===== src/rtl/keypad_pkg.sv =====
`default_nettype none
// ============================================================================
// Module  : keypad_pkg
// Purpose : Shared definitions for the keypad matrix scanner.
//           - Key index constants for the standard 4x4 layout
//             (row 0: 1 2 3 A, row 1: 4 5 6 B, row 2: 7 8 9 C, row 3: * 0 # D)
//           - Gameplay action encoding consumed downstream of the scanner
//           - key_bit(): flat bit position of a key in the key vectors
// Ports   : none (package)
// Revision: 1.0 - initial release
// ============================================================================
package keypad_pkg;

  // Key index k = r*COLS + c for the 4x4 layout.
  localparam int KEY_1    = 0;
  localparam int KEY_2    = 1;
  localparam int KEY_3    = 2;
  localparam int KEY_A    = 3;
  localparam int KEY_4    = 4;
  localparam int KEY_5    = 5;
  localparam int KEY_6    = 6;
  localparam int KEY_B    = 7;
  localparam int KEY_7    = 8;
  localparam int KEY_8    = 9;
  localparam int KEY_9    = 10;
  localparam int KEY_C    = 11;
  localparam int KEY_STAR = 12;
  localparam int KEY_0    = 13;
  localparam int KEY_HASH = 14;
  localparam int KEY_D    = 15;

  typedef enum logic [2:0] {
    ACT_NONE   = 3'd0,
    ACT_LEFT   = 3'd1,
    ACT_RIGHT  = 3'd2,
    ACT_ATTACK = 3'd3,
    ACT_SELECT = 3'd4
  } action_e;

  // Flat bit position of (pad,row,col) inside every key vector.
  function automatic int key_bit(input int pad, input int row, input int col,
                                 input int rows = 4, input int cols = 4);
    return pad * rows * cols + row * cols + col;
  endfunction

endpackage
`default_nettype wire


===== src/rtl/keypad_key_debounce.sv =====
`default_nettype none
// ============================================================================
// Module  : keypad_key_debounce
// Purpose : Per-key debounce cell. The held state only changes after
//           DEBOUNCE_SCANS consecutive frame samples disagree with it; each
//           change produces a registered one-cycle press or release pulse.
// Ports   : clk_i      system clock
//           rst_i      synchronous active-high reset
//           upd_i      frame-end strobe, the only cycle the cell evaluates
//           sample_i   this key's sample from the completed frame (1=pressed)
//           state_o    debounced held state
//           press_o    1-cycle pulse, one cycle after state_o rises
//           release_o  1-cycle pulse, one cycle after state_o falls
// Revision: 1.0 - initial release
// ============================================================================
module keypad_key_debounce #(
  parameter int DEBOUNCE_SCANS = 3
) (
  input  logic clk_i,
  input  logic rst_i,
  input  logic upd_i,
  input  logic sample_i,
  output logic state_o,
  output logic press_o,
  output logic release_o
);

  localparam int                CNT_W    = $clog2(DEBOUNCE_SCANS) + 1;
  localparam logic [CNT_W-1:0]  CNT_LAST = CNT_W'(DEBOUNCE_SCANS - 1);
  localparam logic [CNT_W-1:0]  CNT_MAX  = '1;

  logic             state_q, state_d;
  logic             prev_q;
  logic [CNT_W-1:0] cnt_q, cnt_d;
  logic             press_q, release_q;

  always_comb begin
    state_d = state_q;
    cnt_d   = cnt_q;
    if (upd_i) begin
      if (sample_i == state_q) begin
        cnt_d = '0;
      end else if (cnt_q == CNT_LAST) begin
        state_d = sample_i;
        cnt_d   = '0;
      end else if (cnt_q != CNT_MAX) begin
        cnt_d = cnt_q + 1'b1;
      end
    end
  end

  // Pulses are derived from the registered state against its one-cycle
  // delayed copy, so they land one cycle after the state edge. Reset clears
  // both copies together, so a reset never looks like a release.
  always_ff @(posedge clk_i) begin
    if (rst_i) begin
      state_q   <= 1'b0;
      prev_q    <= 1'b0;
      cnt_q     <= '0;
      press_q   <= 1'b0;
      release_q <= 1'b0;
    end else begin
      state_q   <= state_d;
      cnt_q     <= cnt_d;
      prev_q    <= state_q;
      press_q   <= state_q & ~prev_q;
      release_q <= ~state_q & prev_q;
    end
  end

  assign state_o   = state_q;
  assign press_o   = press_q;
  assign release_o = release_q;

endmodule
`default_nettype wire


===== src/rtl/keypad_matrix_scanner.sv =====
`default_nettype none
// ============================================================================
// Module  : keypad_matrix_scanner
// Purpose : Scans NUM_PADS active-low ROWSxCOLS keypads with a shared row
//           timebase, synchronises the column senses, assembles one sample
//           frame per full row sweep and debounces every key across frames.
// Ports   : clk_i          system clock
//           rst_i          synchronous active-high reset
//           scan_en_i      1 = scanning, 0 = rows released and states frozen
//           row_o          active-low row drive, pad p at [p*ROWS +: ROWS]
//           col_i          active-low async column sense, pad p at [p*COLS +: COLS]
//           key_state_o    debounced held state per key (1 = pressed)
//           key_press_o    1-cycle pulse per key on press
//           key_release_o  1-cycle pulse per key on release
//           frame_done_o   1-cycle pulse after the last row of a frame is sampled
//           any_key_o      per pad, OR of its key states (registered)
// Revision: 1.0 - initial release
// ============================================================================
module keypad_matrix_scanner
  import keypad_pkg::*;
#(
  parameter int NUM_PADS       = 2,
  parameter int ROWS           = 4,
  parameter int COLS           = 4,
  parameter int SCAN_DIV       = 8,
  parameter int DEBOUNCE_SCANS = 3
) (
  input  logic                          clk_i,
  input  logic                          rst_i,
  input  logic                          scan_en_i,
  output logic [NUM_PADS*ROWS-1:0]      row_o,
  input  logic [NUM_PADS*COLS-1:0]      col_i,
  output logic [NUM_PADS*ROWS*COLS-1:0] key_state_o,
  output logic [NUM_PADS*ROWS*COLS-1:0] key_press_o,
  output logic [NUM_PADS*ROWS*COLS-1:0] key_release_o,
  output logic                          frame_done_o,
  output logic [NUM_PADS-1:0]           any_key_o
);

  localparam int KEYS_PER_PAD = ROWS * COLS;
  localparam int DWELL_W      = $clog2(SCAN_DIV);
  localparam int ROW_W        = $clog2(ROWS);

  localparam logic [DWELL_W-1:0] DWELL_LAST = DWELL_W'(SCAN_DIV - 1);
  localparam logic [ROW_W-1:0]   ROW_LAST   = ROW_W'(ROWS - 1);

  // --------------------------------------------------------------------------
  // Column synchronisers (preset high = idle, nothing pressed)
  // --------------------------------------------------------------------------
  logic [NUM_PADS*COLS-1:0] col_meta_q;
  logic [NUM_PADS*COLS-1:0] col_sync_q;

  always_ff @(posedge clk_i) begin
    if (rst_i) begin
      col_meta_q <= '1;
      col_sync_q <= '1;
    end else begin
      col_meta_q <= col_i;
      col_sync_q <= col_meta_q;
    end
  end

  // --------------------------------------------------------------------------
  // Row sequencer
  // --------------------------------------------------------------------------
  logic [DWELL_W-1:0]       dwell_q, dwell_d;
  logic [ROW_W-1:0]         row_idx_q, row_idx_d;
  logic                     run_q;
  logic [NUM_PADS*ROWS-1:0] row_q, row_d;
  logic                     frame_upd_q, frame_upd_d;
  logic                     row_sample;

  // run_q marks that rows were already being driven in the previous cycle.
  // The first enabled cycle only loads row_q, so every dwell of row 0 --
  // including the first after reset or re-enable -- is a full SCAN_DIV long.
  always_comb begin
    dwell_d     = dwell_q;
    row_idx_d   = row_idx_q;
    frame_upd_d = 1'b0;
    row_sample  = 1'b0;
    if (!scan_en_i) begin
      dwell_d   = '0;
      row_idx_d = '0;
    end else if (run_q) begin
      if (dwell_q == DWELL_LAST) begin
        row_sample = 1'b1;
        dwell_d    = '0;
        if (row_idx_q == ROW_LAST) begin
          row_idx_d   = '0;
          frame_upd_d = 1'b1;
        end else begin
          row_idx_d = row_idx_q + 1'b1;
        end
      end else begin
        dwell_d = dwell_q + 1'b1;
      end
    end
  end

  // Row drive is registered from the next row index so the pins change on
  // the same edge as the dwell counter restarts.
  always_comb begin
    row_d = '1;
    if (scan_en_i) begin
      for (int p = 0; p < NUM_PADS; p++) begin
        for (int r = 0; r < ROWS; r++) begin
          if (row_idx_d == ROW_W'(r)) begin
            row_d[p*ROWS + r] = 1'b0;
          end
        end
      end
    end
  end

  always_ff @(posedge clk_i) begin
    if (rst_i) begin
      dwell_q     <= '0;
      row_idx_q   <= '0;
      run_q       <= 1'b0;
      row_q       <= '1;
      frame_upd_q <= 1'b0;
    end else begin
      dwell_q     <= dwell_d;
      row_idx_q   <= row_idx_d;
      run_q       <= scan_en_i;
      row_q       <= row_d;
      frame_upd_q <= frame_upd_d;
    end
  end

  // --------------------------------------------------------------------------
  // Frame sample and per-key debounce cells
  // --------------------------------------------------------------------------
  for (genvar p = 0; p < NUM_PADS; p++) begin : g_pad
    for (genvar r = 0; r < ROWS; r++) begin : g_row
      for (genvar c = 0; c < COLS; c++) begin : g_col
        localparam int KB = key_bit(p, r, c, ROWS, COLS);

        logic smp_q;

        // Disabling scanning drops any partially collected frame.
        always_ff @(posedge clk_i) begin
          if (rst_i || !scan_en_i) begin
            smp_q <= 1'b0;
          end else if (row_sample && (row_idx_q == ROW_W'(r))) begin
            smp_q <= ~col_sync_q[p*COLS + c];
          end
        end

        keypad_key_debounce #(
          .DEBOUNCE_SCANS(DEBOUNCE_SCANS)
        ) u_cell (
          .clk_i     (clk_i),
          .rst_i     (rst_i),
          .upd_i     (frame_upd_q),
          .sample_i  (smp_q),
          .state_o   (key_state_o[KB]),
          .press_o   (key_press_o[KB]),
          .release_o (key_release_o[KB])
        );
      end
    end
  end

  // --------------------------------------------------------------------------
  // Per-pad activity flag, aligned with the press/release pulses
  // --------------------------------------------------------------------------
  logic [NUM_PADS-1:0] any_key_q;

  always_ff @(posedge clk_i) begin
    if (rst_i) begin
      any_key_q <= '0;
    end else begin
      for (int p = 0; p < NUM_PADS; p++) begin
        any_key_q[p] <= |key_state_o[p*KEYS_PER_PAD +: KEYS_PER_PAD];
      end
    end
  end

  assign row_o        = row_q;
  assign frame_done_o = frame_upd_q;
  assign any_key_o    = any_key_q;

endmodule
`default_nettype wire


===== config.mk =====
export PLATFORM = sky130hd
export DESIGN_NAME = keypad_matrix_scanner
export DESIGN_NICKNAME = d
export VERILOG_FILES = /design/src/rtl/keypad_pkg.sv /design/src/rtl/keypad_key_debounce.sv /design/src/rtl/keypad_matrix_scanner.sv
export SDC_FILE = /design/constraint.sdc
export NUM_CORES = 1
export LEC_CHECK = 0
export CORE_ASPECT_RATIO = 1.75
export CORE_MARGIN = 5
export CORE_UTILIZATION = 58
export DETAILED_ROUTE_END_ITERATION = 8
export HOLD_SLACK_MARGIN = 0.06
export PLACE_DENSITY = 0.83
export SKIP_CTS_REPAIR_TIMING = 1
export SYNTH_ARGS = -nofsm -noshare
export SYNTH_HDL_FRONTEND = slang
export SYNTH_SLANG_ARGS = --single-unit

===== constraint.sdc =====
create_clock -name clk_i -period 1.9 [get_ports clk_i]
set_input_delay 0.38 -clock clk_i [delete_from_list [all_inputs] [get_ports clk_i]]
set_output_delay 0.38 -clock clk_i [all_outputs]
set_load 0.005 [all_outputs]

After elaboration in Yosys (flattened, before gate mapping)
Index checks and enable logic that the tools add are counted.
Widths: inputs -> output; s select.
Storage, ports and cells
  output and inout bits: 107
  input bits: 11
  bits in registers: 289
  word-level logic and storage cells: 725
Operators by class
  bitwise logic cells: 171
  $add $sub $neg: 34
  eq/ne operators: 103
  muxes and demuxes: 109
  reductions and logical operators: 108
Operators with widths (number)
  $mux 3: 97
  $not 1->1: 107
  $add 3x1->3 const B: 33
  $eq 3x2->1 const B: 32
  $ne 3x3->1 const B: 32
  $reduce_and 3->1: 32
  $reduce_bool 3->1: 32
  $and 1x1->1: 64
  $reduce_and 2->1: 32
  $eq 1x1->1: 32
  $reduce_or 16->1: 2
  $eq 2x2->1 const B: 4
  $mux 1: 8
  $mux 2: 4
  $eq 2x1->1 const B: 2
  $logic_and 1x1->1: 4
  $logic_not 2->1: 2
  $reduce_or 4->1: 1
  $eq 3x3->1 const B: 1
  $add 2x1->2 const B: 1
  $reduce_or 2->1: 1
  $logic_not 1->1: 1
  $logic_or 1x1->1: 1

Longest topological paths before layout
  depth after elaboration: 7
  mapped depth: 7
  gate-level depth less buffers: 6

Hierarchy
A second synthesis with hierarchy kept.
Unflattened totals
  cell total of the unflattened synthesis: 1260
  area, all modules: 12388.1 µm²
By module, submodules not included
  keypad_key_debounce: sequential area each 140.1 µm², area each 319.1 µm², times used 32, cells an instance 33
  keypad_matrix_scanner: sequential area each 1221.2 µm², area each 2178.3 µm², times used 1, cells an instance 204

Least setup slack after synthesis
OpenSTA, ideal clock, no wires.
  path type: reg2reg
  start point: register g_pad[1].g_row[0].g_col[2].u_cell.cnt_q[0]
  end point: register g_pad[1].g_row[0].g_col[2].u_cell.cnt_q[2]
  library setup time: 132 ps
  cell stages (with the launch flop): 7
  period minus slack after synthesis: 1539 ps
  data required time: 1768 ps
  arrival: 1407 ps
  setup slack: 361 ps
  path buffers: 1
  path through: dfxtp_1 clkbuf_1 and2_1 ha_1 mux2_2 a21oi_1 nor3_1
On the way
  longest elaborated chain between the ends: 4
  elaborated cells on any way between the ends: 8
  classes of those cells: add/sub: 1; eq/ne: 2; mux: 3; reduce/logical: 2
Ends and longest elaborated chain
  start, declared: RTL line keypad_key_debounce.sv:34  | logic [CNT_W-1:0] cnt_q, cnt_d;
  start signal, assigned: RTL line keypad_key_debounce.sv:64  | cnt_q <= cnt_d;
  $add 3x1->3: RTL line keypad_key_debounce.sv:47  | cnt_d = cnt_q + 1'b1;
  $mux 3: RTL line keypad_key_debounce.sv:46  | end else if (cnt_q != CNT_MAX) begin
  $mux 3: RTL line keypad_key_debounce.sv:43  | end else if (cnt_q == CNT_LAST) begin
  $mux 3: RTL line keypad_key_debounce.sv:41  | if (sample_i == state_q) begin
Parallel ways exist; a longest one is shown, timed or not. The select of a mux whose other input is x is not followed.
A chain may end at the register's enable or synchronous reset.

Final worst setup path
  start point: register g_pad[0].g_row[3].g_col[0].u_cell.state_q
  end point: output port key_state_o[12]
RTL lines
  start, declared: RTL line keypad_key_debounce.sv:32  | logic state_q, state_d;
  start signal, assigned: RTL line keypad_key_debounce.sv:63  | state_q <= state_d;
  end, declared: RTL line keypad_matrix_scanner.sv:33  | output logic [NUM_PADS*ROWS*COLS-1:0] key_state_o,
No word-level cell between the ends.

==> reports/metrics.yaml <==
synthesis:
  yosysMostFrequentCell: "dfxtp_1"
  synth_top_cell_area_share: 0.432
  synthTopCellsByArea: "dfxtp_1, buf_4, nor2b_1"
  synthFlopType: "dfxtp_1"
  synth_area_per_cell_um2: 9.54
  synth_cell_types: 54
  synthCells: 1384
  seq_area_frac_synth: 0.432
  syn_area_um2: 13200
  yosysWarnings: 0
  synth_seq_cells: 285
  async_flop_share: 0
  synthTopCellsByCount: "dfxtp_1, buf_4, nor2_1, nor2b_1, inv_1"
  synth_edf_count: 0
  synth_nets: 1433
  synth_area_leader_cell: "dfxtp_1"
worst_setup_path:
  end_kind: "primary output"
  startpoint_type: "flip-flop"
  critPathKind: "flip-flop to primary output"
  path_delay_family: "buffers and inverters"
  crit_buf_inv: 1
  worstReg2RegStart: "g_pad[0].g_row[3].g_col[0].u_cell.cnt_q[0]"
  crit_path_max_incr_delay_ps: 530
  crit_slowest_cell: "clkdlybuf4s50_1"
  reg2reg_depth: 6
  r2r_end: "g_pad[0].g_row[3].g_col[0].u_cell.cnt_q[1]"
  crit_fanout: 6
  crit_arrival_ps: 1500
  cp.required_ps: 1520
  path_cells: "clkdlybuf4s50_1"
  rrSetupSlack_ps: 240
placed_design:
  dpl.hpwl_um: 19300
  placed_area_um2: 14000
  gp_congestion: 0.854
  io_buffers: 117
  dp_slack_ps: 147
min_path:
  hold_end: "g_pad[1].g_row[1].g_col[2].u_cell.cnt_q[1]"
  min_path_cells: 3
  worstHoldStart: "rst_i"
  min-delay-path-class: "primary input to flip-flop"
die:
  initial_utilization: 0.586
  io_pins: 118
  rows: 73
  die_h_um: 210
  core_um2: 22600
  die_w_um: 124
  dieArea_um2: 26000
detailed_routing:
  drc: 0
  dr_total_vias: 9774
  wl_um: 28000
  drt_pass1_iterations: 5
  wl_per_cell_um: 16.3
  viasPerCell: 5.70
  postRouteAntennaNets: 0
  drt_iter0_drc: 562
sta:
  fin_worst_skew_ps: 18.5
  fin_ws_ps: 21.6
  min_period_ps: 1880
  fmax_mhz: 532
  tightestPinTransition_ps: 555
  setup_viol: 0
  fin_tns_setup_ps: 0
  finalMaxSlewViolations: 0
  relSlewSlack: 0.630
  hold_viol_final: 0
  rsz0062_at_grt: "no"
  period_share: 0.989
cts:
  cts_tree: "done"
  cts_max_level: 1
  cts-root-buf: "clkbuf_16"
  clk_pin_slew_ps: 70
  clockBufferDepth: 3
  clk_latency_ps: 550
  cts_num_sinks: 285
  cts_buffers: 25
pwr:
  p_leak_nw: 5.49
  ir_drop_mv: 0.849
  p_per_area_nw_per_um2: 778
cells_and_area:
  layout.nets: 1446
  final_util: 0.663
  drive_gt1_frac: 0.131
  regArea_um2: 5790
  fillers: 1783
  final_area_um2: 15000
  num_antenna_cells: 0
  multi_input_area_um2: 6190
  area_growth_pct: 13.3
grt:
  grt.overflow.total: 0
  grt_pass1_wl_um: 45700
  grt_pass1_vias: 9540
  grt_usage: 0.212
  antenna_found_initial: 0
  grt_max_degree: 113
outcome:
  status: "finished, final reports clean"
run:
  drv_cap: 0
[stage by stage]
step	std cells	hold WS, ps	power, mW
after detailed placement	1668	393	6.31
after CTS	1713	262	11.8
final	1715	272	11.6
after floorplan	1384	383	6.24
after global routing	1715	281	12.0
after global placement	1668	387	6.30
[state kept, by name, indices dropped and copies added, names as in the netlist, 8 cells and up]
register / count
g_pad.g_row.g_col.u_cell.state_o: 32
col_sync_q: 8
g_pad.g_row.g_col.u_cell.prev_q: 32
col_meta_q: 8
g_pad.g_row.g_col.u_cell.cnt_q: 96
g_pad.g_row.g_col.u_cell.release_o: 32
g_pad.g_row.g_col.smp_q: 32
g_pad.g_row.g_col.u_cell.press_o: 32
[power by group]
group | internal (mW) | total, mW | leakage [nW] | switching (mW)
registers | 5.96 | 5.98 | 2.32 | 0.0163
clock network | 3.18 | 5.49 | 0.430 | 2.31
logic | 0.0575 | 0.164 | 2.74 | 0.106
total | 9.20 | 11.6 | 5.49 | 2.43
[worst min-delay path, stage by stage]
cell,delay (ps)
buf_6,110
inv_2,130
o221a_2,150
[cells by family (layout without fill, tap and decap cells)]
family                     after synthesis  count (layout)  share of synthesized area
AOI/OAI and AO/OA                      270             270                      0.151
muxes                                   50              50                     0.0385
DFF                                    285             285                      0.432
buffers and inverters                  234             265                     0.0996
and+or+nand+nor                        455             455                      0.209
xor gates and xnor gates                52              52                     0.0345
adders and majority gates               38              38                     0.0360
[layout by cell type (no fill, tap or decap), types with 5 or more instances in the layout]
cell type / instances
a41oi_1: 6
nor2_1: 92
a31oi_1: 14
xor2_1: 31
dfxtp_4: 18
nor3_1: 7
nand3_1: 8
dfxtp_2: 10
nand2_1: 45
a211oi_1: 54
or3_1: 24
nand2b_1: 44
mux2_2: 6
and4bb_2: 30
nor2b_1: 87
and2_1: 35
nand4_1: 6
a21oi_1: 54
ha_1: 38
nor4_1: 8
inv_1: 70
nor3b_1: 35
xnor2_1: 21
buf_4: 27
clkdlybuf4s50_1: 115
o221a_2: 25
mux2i_1: 44
clkbuf_8: 5
a221oi_1: 19
o32ai_1: 40
or2_2: 16
o21ai_0: 32
clkbuf_16: 25
dfxtp_1: 257
o211ai_1: 5
[how the worst max path moves through the flow]
stage,startpoint,to,slack [ps],cells after the start
after floorplan,g_pad[1].g_row[0].g_col[2].u_cell.cnt_q[0],g_pad[1].g_row[0].g_col[2].u_cell.cnt_q[2],360,6
after global placement,scan_en_i,g_pad[0].g_row[0].g_col[2].smp_q,200,5
final,g_pad[0].g_row[3].g_col[0].u_cell.state_o,key_state_o[12],20,1
after global routing,g_pad[1].g_row[0].g_col[3].u_cell.state_o,key_state_o[19],0.6,1
after detailed placement,scan_en_i,g_pad[0].g_row[0].g_col[1].smp_q,150,5
after CTS,frame_done_o,frame_done_o,-190,1
[per-layer routing]
layer,global-route usage,part of all wire,vias to the layer above
met1,0.248,0.40,4663
met4,0.0832,0.034,0
met3,0.0305,0.042,64
met5,0,0,-
met2,0.380,0.52,206
li1,-,-,4841
[cell type report]
| type | instances | share of cell area |
|---|---|---|
| well taps | 300 | 0.0251 |
| inverters | 72 | 0.0181 |
| clock buffers | 33 | 0.0472 |
| repair buffers | 148 | 0.0974 |
| flip-flops and latches | 285 | 0.387 |
| clock inverters | 12 | 0.0120 |
| multi-input cells | 865 | 0.414 |
(Power assumes the default switching activity.)
